File: src/rtl/flow_key_pkg.sv
// Shared types and constants for the NetFPGA flow-key extractor.
package flow_key_pkg;

  typedef enum logic [1:0] {
    ST_IDLE  = 2'd0,
    ST_PARSE = 2'd1,
    ST_SKIP  = 2'd2
  } state_e;

  localparam logic [7:0]  CTRL_MODULE_HDR = 8'hFF;
  localparam logic [7:0]  CTRL_BODY       = 8'h00;
  localparam logic [15:0] ETHERTYPE_IPV4  = 16'h0800;
  localparam logic [7:0]  VER_IHL_V4      = 8'h45;
  localparam logic [7:0]  PROTO_TCP       = 8'h06;
  localparam logic [7:0]  PROTO_UDP       = 8'h11;

  localparam logic [2:0] WORD_FIRST = 3'd1;
  localparam logic [2:0] WORD_ETH   = 3'd2;
  localparam logic [2:0] WORD_IP    = 3'd3;
  localparam logic [2:0] WORD_ADDR  = 3'd4;
  localparam logic [2:0] WORD_PORTS = 3'd5;

  typedef struct packed {
    logic [31:0] src_ip;
    logic [31:0] dst_ip;
    logic [15:0] src_port;
    logic [15:0] dst_port;
    logic [7:0]  proto;
    logic [15:0] ip_len;
  } flow_key_t;

  function automatic logic has_l4_ports(input logic [7:0] proto);
    return (proto == PROTO_TCP) || (proto == PROTO_UDP);
  endfunction

endpackage

File: src/rtl/flow_key_stats.sv
// Packet, non-IPv4 and error counters; each advances by one per strobe and wraps.
module flow_key_stats
  import flow_key_pkg::*;
#(
  parameter int CNT_WIDTH = 32,
  parameter int ERR_WIDTH = 16
) (
  input  logic                 clk,
  input  logic                 reset,
  input  logic                 pkt_inc_i,
  input  logic                 non_ip_inc_i,
  input  logic                 err_inc_i,
  output logic [CNT_WIDTH-1:0] pkt_count_o,
  output logic [CNT_WIDTH-1:0] non_ip_count_o,
  output logic [ERR_WIDTH-1:0] err_count_o
);

  logic [CNT_WIDTH-1:0] pkt_count_q;
  logic [CNT_WIDTH-1:0] non_ip_count_q;
  logic [ERR_WIDTH-1:0] err_count_q;

  // Counter registers
  always_ff @(posedge clk) begin
    if (reset) begin
      pkt_count_q    <= '0;
      non_ip_count_q <= '0;
      err_count_q    <= '0;
    end else begin
      pkt_count_q    <= pkt_count_q + CNT_WIDTH'(pkt_inc_i);
      non_ip_count_q <= non_ip_count_q + CNT_WIDTH'(non_ip_inc_i);
      err_count_q    <= err_count_q + ERR_WIDTH'(err_inc_i);
    end
  end

  assign pkt_count_o    = pkt_count_q;
  assign non_ip_count_o = non_ip_count_q;
  assign err_count_o    = err_count_q;

endmodule

File: src/rtl/flow_key_extractor.sv
// Terminal NetFPGA stream sink: parses header/Ethernet/IPv4/L4 words and
// emits one flow key per IPv4 packet on a valid/ready side port.
module flow_key_extractor
  import flow_key_pkg::*;
#(
  parameter int CNT_WIDTH = 32,
  parameter int ERR_WIDTH = 16
) (
  input  logic                 clk,
  input  logic                 reset,
  input  logic [63:0]          in_data,
  input  logic [7:0]           in_ctrl,
  input  logic                 in_wr,
  output logic                 in_rdy,
  output logic                 key_valid,
  input  logic                 key_rdy,
  output logic [31:0]          key_src_ip,
  output logic [31:0]          key_dst_ip,
  output logic [15:0]          key_src_port,
  output logic [15:0]          key_dst_port,
  output logic [7:0]           key_proto,
  output logic [15:0]          key_ip_len,
  output logic [CNT_WIDTH-1:0] pkt_count,
  output logic [CNT_WIDTH-1:0] non_ip_count,
  output logic [ERR_WIDTH-1:0] err_count
);

  state_e      state_q, state_d;
  logic [2:0]  word_idx_q, word_idx_d;
  logic [15:0] ip_len_q, ip_len_d;
  logic [7:0]  proto_q, proto_d;
  logic [31:0] src_ip_q, src_ip_d;
  logic [15:0] dst_hi_q, dst_hi_d;
  flow_key_t   key_q, key_d;
  logic        key_valid_q, key_valid_d;

  logic accept_s, hdr_s, eop_s, ipv4_ok_s;
  logic pkt_inc_s, non_ip_inc_s, err_inc_s, key_load_s;

  // The only stall point is between packets, while an unconsumed key is held.
  assign in_rdy    = !reset && !(state_q == ST_IDLE && key_valid_q && !key_rdy);
  assign accept_s  = in_wr && in_rdy;
  assign hdr_s     = (in_ctrl == CTRL_MODULE_HDR);
  assign eop_s     = (in_ctrl != CTRL_BODY) && !hdr_s;
  assign ipv4_ok_s = (in_data[31:16] == ETHERTYPE_IPV4) && (in_data[15:8] == VER_IHL_V4);

  // State, capture and key registers
  always_ff @(posedge clk) begin
    if (reset) begin
      state_q     <= ST_IDLE;
      word_idx_q  <= WORD_FIRST;
      ip_len_q    <= 16'h0000;
      proto_q     <= 8'h00;
      src_ip_q    <= 32'h0000_0000;
      dst_hi_q    <= 16'h0000;
      key_q       <= '0;
      key_valid_q <= 1'b0;
    end else begin
      state_q     <= state_d;
      word_idx_q  <= word_idx_d;
      ip_len_q    <= ip_len_d;
      proto_q     <= proto_d;
      src_ip_q    <= src_ip_d;
      dst_hi_q    <= dst_hi_d;
      key_q       <= key_d;
      key_valid_q <= key_valid_d;
    end
  end

  // Next-state logic
  always_comb begin
    state_d    = state_q;
    word_idx_d = word_idx_q;
    if (accept_s) begin
      case (state_q)
        ST_IDLE: begin
          if (hdr_s) begin
            state_d    = ST_PARSE;
            word_idx_d = WORD_FIRST;
          end else begin
            state_d = ST_IDLE;
          end
        end
        ST_PARSE: begin
          if (hdr_s) begin
            word_idx_d = WORD_FIRST;
          end else if ((word_idx_q == WORD_ETH && !ipv4_ok_s) || word_idx_q == WORD_PORTS) begin
            state_d = eop_s ? ST_IDLE : ST_SKIP;
          end else if (eop_s) begin
            state_d = ST_IDLE;
          end else begin
            word_idx_d = word_idx_q + 3'd1;
          end
        end
        ST_SKIP: begin
          if (hdr_s) begin
            state_d    = ST_PARSE;
            word_idx_d = WORD_FIRST;
          end else if (eop_s) begin
            state_d = ST_IDLE;
          end else begin
            state_d = ST_SKIP;
          end
        end
        default: state_d = ST_IDLE;
      endcase
    end else begin
      state_d = state_q;
    end
  end

  // Output strobes for the counters and key loader
  always_comb begin
    pkt_inc_s    = 1'b0;
    non_ip_inc_s = 1'b0;
    err_inc_s    = in_wr && !in_rdy;
    key_load_s   = 1'b0;
    if (accept_s) begin
      pkt_inc_s = hdr_s;
      case (state_q)
        ST_IDLE:  err_inc_s = !hdr_s;
        ST_PARSE: begin
          if (hdr_s) begin
            err_inc_s = 1'b1;
          end else if (word_idx_q == WORD_ETH && !ipv4_ok_s) begin
            non_ip_inc_s = 1'b1;
          end else if (word_idx_q == WORD_PORTS) begin
            key_load_s = 1'b1;
          end else begin
            err_inc_s = eop_s;
          end
        end
        ST_SKIP:  err_inc_s = 1'b0;
        default:  err_inc_s = 1'b0;
      endcase
    end else begin
      pkt_inc_s = 1'b0;
    end
  end

  // Field capture and key register next state
  always_comb begin
    ip_len_d    = ip_len_q;
    proto_d     = proto_q;
    src_ip_d    = src_ip_q;
    dst_hi_d    = dst_hi_q;
    key_d       = key_q;
    key_valid_d = key_valid_q;
    if (accept_s && state_q == ST_PARSE && !hdr_s) begin
      case (word_idx_q)
        WORD_IP: begin
          ip_len_d = in_data[63:48];
          proto_d  = in_data[7:0];
        end
        WORD_ADDR: begin
          src_ip_d = in_data[47:16];
          dst_hi_d = in_data[15:0];
        end
        default: ip_len_d = ip_len_q;
      endcase
    end else begin
      ip_len_d = ip_len_q;
    end
    if (key_load_s) begin
      key_d.src_ip   = src_ip_q;
      key_d.dst_ip   = {dst_hi_q, in_data[63:48]};
      key_d.proto    = proto_q;
      key_d.ip_len   = ip_len_q;
      key_d.src_port = has_l4_ports(proto_q) ? in_data[47:32] : 16'h0000;
      key_d.dst_port = has_l4_ports(proto_q) ? in_data[31:16] : 16'h0000;
      key_valid_d    = 1'b1;
    end else if (key_valid_q && key_rdy) begin
      key_d       = '0;
      key_valid_d = 1'b0;
    end else begin
      key_valid_d = key_valid_q;
    end
  end

  assign key_valid    = key_valid_q;
  assign key_src_ip   = key_q.src_ip;
  assign key_dst_ip   = key_q.dst_ip;
  assign key_src_port = key_q.src_port;
  assign key_dst_port = key_q.dst_port;
  assign key_proto    = key_q.proto;
  assign key_ip_len   = key_q.ip_len;

  flow_key_stats #(
    .CNT_WIDTH(CNT_WIDTH),
    .ERR_WIDTH(ERR_WIDTH)
  ) u_stats (
    .clk           (clk),
    .reset         (reset),
    .pkt_inc_i     (pkt_inc_s),
    .non_ip_inc_i  (non_ip_inc_s),
    .err_inc_i     (err_inc_s),
    .pkt_count_o   (pkt_count),
    .non_ip_count_o(non_ip_count),
    .err_count_o   (err_count)
  );

endmodule

File: config.mk
export PLATFORM = sky130hd
export DESIGN_NAME = flow_key_extractor
export DESIGN_NICKNAME = d
export VERILOG_FILES = /design/src/rtl/flow_key_pkg.sv /design/src/rtl/flow_key_stats.sv /design/src/rtl/flow_key_extractor.sv
export SDC_FILE = /design/constraint.sdc
export NUM_CORES = 1
export LEC_CHECK = 0
export CORE_UTILIZATION = 44
export CTS_CLUSTER_DIAMETER = 120
export DETAILED_ROUTE_END_ITERATION = 10
export PLACE_DENSITY_LB_ADDON = 0.25
export SLEW_MARGIN = 15
export SYNTH_ARGS = -nofsm -noshare
export SYNTH_HDL_FRONTEND = slang
export SYNTH_SLANG_ARGS = --single-unit
File: constraint.sdc
create_clock -name clk -period 2.4 [get_ports clk]
set_input_delay 0.36 -clock clk [delete_from_list [all_inputs] [get_ports clk]]
set_output_delay 0.36 -clock clk [all_outputs]
set_load 0.03 [all_outputs]
---- Word-level counts from Yosys, hierarchy flattened ----
Index checks and enable logic that the tools add are counted.
storage, ports and cells
  input bits .............................. 76
  output and inout port bits .............. 202
  memories ................................ 0
  bits in writable memories ............... 0
  ROM bits ................................ 0
  register bits after elaboration ......... 278
  bits in latches ......................... 0
operators by class
  reductions and logical operators ........ 28
  add/subtract/negate cells ............... 4
  multiplexer cells ....................... 33
  eq/ne operators ......................... 16
  bitwise gates (word level) .............. 0
  multiply operators ...................... 0
  shift operators ......................... 0
  divide/modulo/power cells ............... 0
  order comparisons ....................... 0
operators with widths
  operator                                                                  number
  120-bit 2-to-1 mux                                                        2
  32-bit by 1-bit adder with 32-bit output                                  2
  16-bit 2-to-1 mux                                                         2
  1-bit 2-to-1 mux                                                          17
  16-bit by 1-bit adder with 16-bit output                                  1
  16-bit by 12-bit equality test with 1-bit output (second input constant)  1
  3-bit 2-to-1 mux                                                          4
  1-bit logical AND                                                         11
  2-bit 2-to-1 mux                                                          5
  3-bit inequality test (second input constant)                             3
  8-bit by 3-bit equality test with 1-bit output (second input constant)    1
  8-bit by 5-bit equality test with 1-bit output (second input constant)    1
  8-bit by 7-bit equality test with 1-bit output (second input constant)    1
  8-bit equality test (second input constant)                               1
  8-bit nonzero test                                                        1
  3-bit by 2-bit equality test with 1-bit output (second input constant)    2
  3-bit equality test (second input constant)                               2
  1-bit zero test                                                           6
  2-bit one-hot mux with 3 select lines                                     1
  3-bit one-hot mux with 2 select lines                                     1
  5-bit AND reduction                                                       1
  2-bit AND reduction                                                       2
  2-bit nonzero test                                                        2
  3-bit by 1-bit adder with 3-bit output (second input constant)            1
  other kinds (9)                                                           10

---- Depth between registers and ports, before layout ----
  depth in word-level cells ............... 13
  gate-level depth with buffers ........... 14
  gate-level depth less buffers ........... 14

---- By module ----
A second synthesis with hierarchy kept.
second synthesis, totals
  cells, all modules ...................... 1224
  area total of the unflattened synthesis .. 10860.4 sq um
modules (own cells, without submodules)
  module              times used  seq. area each (sq um)  area each (sq um)  cells an instance
  flow_key_extractor  1           3963.8                  7208.2             801
  flow_key_stats      1           1601.5                  3652.3             423

---- Worst setup path after synthesis ----
OpenSTA, ideal clock, no wires.
  path type ............................... register to register
  start point ............................. register state_q[0]
  end point ............................... register u_stats.pkt_count_q[19], in the netlist u_stats.pkt_count_o[19]
  setup slack ............................. -668 ps
  period minus slack after synthesis ...... 3068 ps
  stages on the path, launching flop included .. 11
  arrival time ............................ 2997 ps
  setup time .............................. 70 ps
  path buffers ............................ 1
  cell sequence ........................... dfxtp_1 clkbuf_1 nor2_1 a31oi_1 and3_1 ha_1 nand2_1 or2_2 or4_4 or4_1 a21oi_1
on the way
  longest elaborated chain between the ends .. 8
RTL lines
  what                                      RTL line                   source
  from (decl)                               flow_key_extractor.sv:28   state_e state_q, state_d;
  from (signal assigned)                    flow_key_extractor.sv:59   state_q <= state_d;
  2-bit zero test                           flow_key_extractor.sv:41   assign in_rdy = !reset && !(state_q == ST_IDLE && key_valid_q && !key_rdy);
  1-bit logical AND (2 in series)           flow_key_extractor.sv:41
  1-bit zero test                           flow_key_extractor.sv:41
  1-bit logical AND                         flow_key_extractor.sv:41
  via in_rdy                                flow_key_extractor.sv:14   output logic in_rdy,
  1-bit logical AND                         flow_key_extractor.sv:42   assign accept_s = in_wr && in_rdy;
  1-bit 2-to-1 mux                          flow_key_extractor.sv:118  if (accept_s) begin
  32-bit by 1-bit adder with 32-bit output  flow_key_stats.sv:29       pkt_count_q <= pkt_count_q + CNT_WIDTH'(pkt_inc_i);
  to (signal assigned)                      flow_key_stats.sv:29
  to (decl)                                 flow_key_stats.sv:18       logic [CNT_WIDTH-1:0] pkt_count_q;
The timed path passes the listed nets, and every way through them passes these cells.
A chain may end at the register's enable or synchronous reset.

---- Worst setup path in the final report ----
  start point ............................. register state_q[0]
  end point ............................... register u_stats.pkt_count_q[19], in the netlist u_stats.pkt_count_o[19]
on the way
  longest elaborated chain between the ends .. 8
RTL lines
  what                                      RTL line
  2-bit zero test                           flow_key_extractor.sv:41
  1-bit logical AND (2 in series)           flow_key_extractor.sv:41
  1-bit zero test                           flow_key_extractor.sv:41
  1-bit logical AND                         flow_key_extractor.sv:41
  1-bit logical AND                         flow_key_extractor.sv:42
  1-bit 2-to-1 mux                          flow_key_extractor.sv:118
  32-bit by 1-bit adder with 32-bit output  flow_key_stats.sv:29
Every way passes these cells.

==> flow_summary.ini <==
[outcome]
outcome = completed

[worst_setup_path]
crit_top_cell = or4_4
r2r_slack_ns = 0.02
crit_chain = buf_6, nor2_4, a31oi_4, and3_4, ha_4, nand2_2, or2_4, or4_4, or4_4, a21oi_2
cpPeakStageDelay_ns = 0.44
crit_type = flop to flop
cp_top_family = simple AND/OR/NAND/NOR gates
r2r-start = state_q[0]
cp_data_required_time_ns = 2.86
crit_path_start_kind = flop
critical-path-slowest-cell = or4_4
r2r_end = u_stats.pkt_count_o[19]
endpoint_kind = flop
cp_max_fo = 4
worstRegToRegCells = 10
worstPathBufferInverterCount = 1
critPathArrivalTime_ns = 2.84

[synth]
synth_seq_area_share = 0.534
synthesis.nets = 1275
synth.cell_area_um2 = 10400
yosys_warnings = 0
muxShareOfSynthArea = 0.00409
synth_xor_area_frac = 0.0530
syn-mean-instance-area_um2 = 8.77
ys_seq_elements = 278
synth_compound_area_frac = 0.140
yosysTopAreaCell = dfxtp_1
synth_simple_gate_area_frac = 0.222
synth_top_area_share = 0.534
ys_async_sr_fraction = 0
synth_edf_count = 0
synth_top_family_by_area = simple AND/OR/NAND/NOR gates
synthFlopType = dfxtp_1
synth_cell_types = 43
synth_fa_ha_area_frac = 0.0144
synthTopCellsByArea = dfxtp_1 (53%), a22oi_1 (8.7%), nor2_1 (7.1%), nand2_1 (6.6%), a21oi_1 (4.0%)
synthCells = 1187

[finish]
nets = 1590
num-fill-cells = 1807
multiInputGateArea_um2 = 4880
final_common_cell = dfxtp_1
drive_above_1_share = 0.126
final_cell_mix = dfxtp_1 (276), clkdlybuf4s50_1 (247), nor2_1 (195), nand2_1 (181), a22oi_1 (120)
register_area_um2 = 5570
diodes = 0
areaGrowthSynthToFinish_pct = 48.3

[cts]
path_clk_slew_ns = 0.06
cts_sinks = 278
worstSkewPairLatency_ns = 0.53
cts_htree_levels = 1
ctsRootBufferMaster = clkbuf_16
clk_path_buf_depth = 3
numCtsBuffers = 29
cts_tree = done

[power]
leakage_nw = 5.48
cellPowerDensity_nw_per_um2 = 621
max-vdd-ir-drop_mv = 0.727

[timing]
fin_skew_ns = 0.00811
period_needed_ns = 2.38
fin_crit_sh = 0.992
hold_viol = 0
fin_hold_ws_ns = 0.109
maxSlewHeadroom = 0.331
rsz0062_at_grt = true
fmax_ghz = 0.420
layout_setup_ws_ns = 0.0182
setup_violations = 0
slew_violations = 0
fin_tns_setup_ns = 0
max_slew.worst_pin.slew_ns = 1.00

[placed_design]
gp_congestion = 0.814
io_buffers = 277
dp_slack_ns = -1.06
hpwl_mm = 18.7

[die]
start_util = 0.454
ioPinCount = 278
die-area_um2 = 24300
num_rows = 55
core_um2 = 22900
die_w_um = 156
die_h_um = 156

[detailed_routing]
dr_wl_met2_mm = 14.2
m1WireLength_mm = 12.3
ant_nets = 0
dr.pass1.iters = 7
num_vias = 9662
viasPerCell = 5.26
wl_mm = 29.5
wl_per_cell_um = 16.1
drcViolationCount = 0
drt-initial-drc-count = 485
highest_layer = met4
dr_wl_met3_mm = 2.05

[global_route]
grt_pass1_wl_mm = 46.1
grt_pass1_vias = 9100
grtUsageTotal = 0.231
grt_max_degree = 176
grt-ovfl-total = 0
antenna_found_initial = 0

[hold_path]
whs_endpoint = dst_hi_q[9]
min-delay-start = in_data[9]
hold_path_depth = 3
min_path_type = input pin to flop

[job]
maxCapViolations = 0
-- Yosys cell counts (2+ instances only) --
cell and instances:
nor4_1 13, xor2_1 44, or4_1 5, dfxtp_1 278
ha_1 12, nand4_1 27, nand2b_1 3, nand2_1 184
and2_1 6, a22oi_1 120, nor3_1 4, a21oi_1 83
or3_1 6, nand3_1 27, nor2_1 198, inv_1 11
nor4bb_1 3, mux2i_1 2, o21ai_0 12, mux2_2 2
nor2b_1 9, buf_1 4, and3_1 10, a31oi_1 3
clkbuf_1 73, xnor2_1 19, nor4b_1 2, and4_1 12
-- per-stage QoR --
step	utilization	cells	total power [mW]	instance area, µm²
after global routing	0.674	1837	9.90	15400
after global placement	0.614	1775	5.02	14100
final	0.674	1837	9.58	15400
after floorplan	-	1187	4.81	10500
after CTS	0.666	1831	9.69	15300
after detailed placement	0.614	1775	5.02	14100
-- what timing repair did --
| action | CTS | global route |
|---|---|---|
| pin swaps | 16 | 15 |
| cloned | 0 | 1 |
| buffers inserted | 3 | 6 |
| hold buffers | 0 | 0 |
| resized for setup | 55 | 38 |
| setup endpoints to repair | 46 | 33 |
-- power breakdown --
| part | total (mW) | switching [mW] | internal [mW] |
|---|---|---|---|
| sequential | 4.62 | 0.00702 | 4.62 |
| clock | 4.65 | 1.81 | 2.84 |
| combinational | 0.312 | 0.160 | 0.152 |
| total | 9.58 | 1.98 | 7.60 |
-- layout make-up --
class                   count  share of cell area
flip-flops and latches    278               0.361
clock inverters            13              0.0117
clock buffers              40              0.0536
multi-input cells         821               0.316
repair buffers            361               0.230
inverters                  11             0.00267
well taps                 313              0.0254
-- metal layers --
layer  track usage  up-vias
li1              -     4728
met1         0.287     4579
met2         0.393      292
met3        0.0544       63
met4        0.0752        0
met5             0        -
-- worst min-delay path, stage by stage --
cell      delay (ns)
clkbuf_2        0.11
nand2_1         0.07
a21oi_1         0.05
-- how the worst max path moves through the flow --
stage | start | to | slack, ns | cells after the start
after CTS | state_q[1] | u_stats.pkt_count_o[19] | 0.004 | 10
after global placement | in_data[10] | u_stats.err_count_o[12] | -0.96 | 15
final | state_q[0] | u_stats.pkt_count_o[19] | 0.02 | 10
after detailed placement | in_data[10] | u_stats.err_count_o[12] | -1.06 | 15
after floorplan | state_q[0] | u_stats.pkt_count_o[19] | -0.09 | 10
after global routing | state_q[0] | u_stats.pkt_count_o[19] | -0.07 | 10
-- flip-flops by register name (all words and copies together) (netlist names) --
signal	flops
state_q	2
key_proto	8
key_dst_ip	32
u_stats.non_ip_count_o	32
key_dst_port	16
key_valid	1
proto_q	8
word_idx_q	3
key_ip_len	16
u_stats.err_count_o	16
ip_len_q	16
dst_hi_q	16
key_src_ip	32
src_ip_q	32
key_src_port	16
u_stats.pkt_count_o	32
-- kinds of logic after synthesis --
logic type / after synthesis
DFF: 278
AOI/OAI and AO/OA: 225
xor gates and xnor gates: 63
adders and majority gates: 12
buffers and inverters: 89
and+or+nand+nor: 516
muxes: 4
Note: power is estimated with default switching activity, not from simulation.
